--- src/rtl/priority_scan_serializer.sv ---
// Purpose : accepts an N-bit request vector and emits the index of each set bit,
//           highest (MSB_FIRST=1) or lowest (MSB_FIRST=0) index first.
// Latency : first index is valid 1 cycle after accept; one index per cycle while out_ready=1.
// Backpress: in_ready=0 while scanning; out_ready=0 holds y/valid/pending unchanged.
// Ports   : clk, rst (async, active high); a/in_valid/in_ready = vector input handshake;
//           y/valid/out_ready = index output handshake; none = pulse after an all-zero accept;
//           last (only with PRIO_SCAN_LAST_EN defined) = current index is the final set bit.
module priority_scan_serializer #(
  parameter int N         = 8,
  parameter int MSB_FIRST = 1
) (
  input  logic                 clk,
  input  logic                 rst,
  input  logic [N-1:0]         a,
  input  logic                 in_valid,
  output logic                 in_ready,
  output logic [$clog2(N)-1:0] y,
  output logic                 valid,
  input  logic                 out_ready,
  output logic                 none
`ifdef PRIO_SCAN_LAST_EN
  ,
  output logic                 last
`endif
);

  localparam int W = $clog2(N);

  typedef enum logic {
    IDLE = 1'b0,
    SCAN = 1'b1
  } state_t;

  state_t         state_q, state_d;
  logic [N-1:0]   pending_q, pending_d;
  logic           none_q, none_d;

  // Priority encoder over the registered pending vector only, so there is
  // no combinational path from a to y.
  logic [W-1:0]   scan_idx;
  logic [N-1:0]   scan_oh;

  always_comb begin
    scan_idx = '0;
    scan_oh  = '0;
    if (MSB_FIRST != 0) begin
      // Ascending walk: the last hit (highest index) wins.
      for (int i = 0; i < N; i++) begin
        if (pending_q[i]) begin
          scan_idx   = W'(i);
          scan_oh    = '0;
          scan_oh[i] = 1'b1;
        end
      end
    end else begin
      // Descending walk: the last hit (lowest index) wins.
      for (int i = N - 1; i >= 0; i--) begin
        if (pending_q[i]) begin
          scan_idx   = W'(i);
          scan_oh    = '0;
          scan_oh[i] = 1'b1;
        end
      end
    end
  end

  always_comb begin
    state_d   = state_q;
    pending_d = pending_q;
    none_d    = 1'b0;
    case (state_q)
      IDLE: begin
        if (in_valid) begin
          if (a != '0) begin
            pending_d = a;
            state_d   = SCAN;
          end else begin
            none_d    = 1'b1;
          end
        end
      end
      SCAN: begin
        if (out_ready) begin
          pending_d = pending_q & ~scan_oh;
          // Leave on the same edge that consumes the final bit.
          if ((pending_q & ~scan_oh) == '0) begin
            state_d = IDLE;
          end
        end
      end
      default: begin
        state_d   = IDLE;
        pending_d = '0;
      end
    endcase
  end

  always_ff @(posedge clk or posedge rst) begin
    if (rst) begin
      state_q   <= IDLE;
      pending_q <= '0;
      none_q    <= 1'b0;
    end else begin
      state_q   <= state_d;
      pending_q <= pending_d;
      none_q    <= none_d;
    end
  end

  assign in_ready = (state_q == IDLE);
  assign valid    = (state_q == SCAN);
  assign y        = valid ? scan_idx : '0;
  assign none     = none_q;

`ifdef PRIO_SCAN_LAST_EN
  // Final index when nothing else remains once the current bit is removed.
  assign last = valid && ((pending_q & ~scan_oh) == '0);
`endif

endmodule
--- config.mk ---
export PLATFORM = sky130hd
export DESIGN_NAME = priority_scan_serializer
export DESIGN_NICKNAME = d
export VERILOG_FILES = /design/src/rtl/priority_scan_serializer.sv
export SDC_FILE = /design/constraint.sdc
export NUM_CORES = 1
export LEC_CHECK = 0
export CORE_MARGIN = 4
export CORE_UTILIZATION = 40
export DETAILED_ROUTE_END_ITERATION = 8
export PLACE_DENSITY = 0.73
export SETUP_SLACK_MARGIN = 0.3
export SYNTH_ARGS = -nofsm -noshare
export SYNTH_HDL_FRONTEND = slang
export SYNTH_SLANG_ARGS = --single-unit
--- constraint.sdc ---
create_clock -name clk -period 1.5 [get_ports clk]
set_clock_uncertainty 0.1 [all_clocks]
set_input_delay 0.225 -clock clk [delete_from_list [all_inputs] [get_ports clk]]
set_output_delay 0.225 -clock clk [all_outputs]
set_load 0.02 [all_outputs]
==> flow_metrics.py <==
metrics = {
    "outcome": {
        "status": "finished, violations left",
        "failed_checks": "setup timing",
    },
    "worst_setup_path": {
        "critPathCaptureType": "output pin",
        "cp-start-kind": "flip-flop",
        "crit_chain": "nor2_1 -> or3_1 -> a21oi_2 -> buf_4",
        "slowest_stage": "dfrtp_1",
        "r2r-start": "pending_q[4]",
        "crit_buf_inv": 1,
        "critPathKind": "reg -> out",
        "worst_ep_required_time_ns": 1.17,
        "cpPeakStageDelay_ns": 0.40,
        "critPathTopFamily": "simple AND/OR/NAND/NOR gates",
        "arrival_ns": 1.36,
        "startpoint": "pending_q[2]",
        "r2r_setup_slack_ns": -0.14,
        "path_max_fanout": 3,
    },
    "sta": {
        "slew_headroom_pct": 73.93,
        "worst_pin_slew_ns": 0.3812,
        "rsz0062_at_grt": "yes",
        "fmax_mhz": 593.2,
        "setup_viol": 8,
        "fin_ws_ns": -0.1858,
        "hold_viol_final": 0,
        "slew_viol_final": 0,
        "period_share_pct": 112.4,
        "min_period_ns": 1.686,
    },
    "finish": {
        "drive_gt1_share_pct": 60.36,
        "mostFrequentLayoutCells": "30 x buf_4, 8 x buf_6, 7 x dfrtp_1, 5 x buf_2, 4 x inv_1",
        "antenna_cells": 0,
        "fin_nets": 124,
        "syn2layout_area_growth_pct": 81.56,
        "final_cell_area_um2": 1109,
        "mostFrequentLayoutCell": "buf_4",
        "fin_cells": 126,
        "nFillCells": 91,
    },
    "route": {
        "ant_nets": 0,
        "firstDrtPassIters": 4,
        "vias": 728,
        "drt-total-wl_mm": 2.052,
        "drtIter0Drc": 12,
        "route.detailed.drc": 0,
        "viasPerCell": 5.778,
        "wl_per_cell_um": 16.29,
    },
    "yosys": {
        "syn-cell-area_um2": 610.6,
        "synth.top_cell.area_share_pct": 40.98,
        "synth_cell_types": 29,
        "async_reset_ff_share_pct": 100.0,
        "syn_nets": 73,
        "ys_warn_count": 0,
        "yosysTopAreaCell": "dfrtp_1",
        "yosys_most_used_dff": "dfrtp_1",
        "yosysSeqAreaShare_pct": 40.98,
        "syn_avg_cell_area_um2": 10.01,
        "syn_inst": 61,
        "ys_top_cells_by_area": "dfrtp_1 41%, a32o_1 4.9%, a21oi_1 4.1%, a21o_1 3.7%, or4_4 3.7%",
        "synth_edf_count": 0,
        "ys_seq_elements": 10,
    },
    "run": {
        "maxCapViolCount": 0,
    },
    "power_and_ir_drop": {
        "internal_power_w": 0.001368,
        "p_sw_w": 0.0009391,
        "pwr-share-clk_pct": 10.7,
        "swShare_pct": 40.71,
        "p_leak_nw": 0.5374,
        "p_comb_share_pct": 67.3,
        "seq_power_share_pct": 22.0,
        "powerDensity_nw_per_um2": 2081,
        "irDropWorstVdd_v": 0.001478,
    },
    "grt": {
        "grt_pass1_wl_mm": 3.229,
        "grt-ovfl-total": 0,
        "grt_pass1_vias": 736,
        "grt_max_degree": 11,
        "grt_antenna_before_repair": 0,
        "grt_usage_pct": 21.39,
    },
    "placement": {
        "hpwl_mm": 1.465,
        "placed_area_um2": 1001,
        "portBuffers": 17,
        "numPlacedInstances": 116,
        "place_congestion": 0.8331,
    },
    "die": {
        "core_area_um2": 1366,
        "die_w_um": 47.07,
        "die_area_um2": 2216,
        "die_h_um": 47.07,
        "ios": 18,
        "rows": 13,
        "start_util_pct": 44.69,
    },
    "worst_hold_path": {
        "hp-class": "in -> async",
    },
    "clocking": {
        "hold_buffers": 0,
        "cts.sinks": 10,
        "clock_latency_ns": 0.27,
        "clockBufferDepth": 2,
        "cts-root-buf": "clkbuf_4",
        "clk_pin_slew_ns": 0.07,
        "cts_inserted_buffers": 3,
        "cts_tree": "built",
        "cts.htree.levels": 1,
    },
}
kinds of logic after synthesis:
kind of cell               synth area share, %
AOI/OAI and AO/OA                        32.99
DFF                                      40.98
buffers and inverters                    4.507
adders and majority gates                1.639
and+or+nand+nor                          19.88
final timing paths:
check                               end  cells after the start
max in group asynchronous         valid                      2
hold / removal             pending_q[1]                      2
hold reg to reg            pending_q[4]                      1
setup reg to reg           pending_q[2]                      6
setup / recovery                   y[1]                      4
min in group clk                   none                      3
flip-flops by register name, indices dropped and copies added (netlist names):
register   flops
pending_q      8
none           1
valid          1
area by class of cell:
type / count / area (um^2) / share of cell area, %
timing repair buffer: 48 / 390.4 / 35.21
inverter: 5 / 22.52 / 2.032
multi-input combinational: 44 / 386.6 / 34.88
tap: 15 / 18.77 / 1.693
sequential: 10 / 254.0 / 22.91
clock buffer: 4 / 36.28 / 3.273
synthesized netlist by cell type, drive strengths merged, types with 2 or more instances:
library cell and n:
dfrtp 10, a21oi 5, inv 5, a32o 4
nor2 4, a21o 3, nand2 3, nand3 3
a221o 2, a22o 2, nand3b 2, nor4 2
or4 2
per-layer routing:
layer,wire (um),GRT usage (%),up-vias
met4,16,7.735,0
met5,0,0,-
met2,1005,37.40,32
met3,148,4.981,2
met1,881,25.35,354
li1,-,-,340
worst reg2reg max path, stage by stage (launching register included):
cell and delay, ns:
dfrtp_2 0.43, buf_4 0.16, nor4_4 0.24, buf_4 0.20
a21oi_1 0.07, a22o_1 0.18, a21o_1 0.15
timing repair:
item,in CTS,in global routing
pin swaps,8,7
endpoints found under the setup margin,16,15
resized for setup,67,6
buffers inserted,4,2
power groups by stage:
stage | sequential (W) | clock, W | combinational, W
floorplan | 0.000517 | 0 | 0.000703
global placement | 0.000485 | 0 | 0.00135
detailed placement | 0.000491 | 0 | 0.00137
CTS | 0.000501 | 0.000253 | 0.00147
global route | 0.000514 | 0.000275 | 0.00164
finish | 0.000507 | 0.000247 | 0.00155
through the flow:
step	worst slack (ns)	util, %	TNS, ns	total power (W)	hold slack (ns)
floorplan	0.01056	-	0	0.001220	-0.03496
global placement	-0.4243	73.26	-4.613	0.001834	0.4314
detailed placement	-0.4716	73.26	-4.903	0.001861	0.4184
CTS	-0.1767	77.84	-0.8483	0.002220	0.1417
global route	-0.2311	81.14	-1.318	0.002432	0.1437
finish	-0.1858	81.14	-0.8630	0.002307	0.1443
Note: power is estimated with default switching activity, not from simulation.
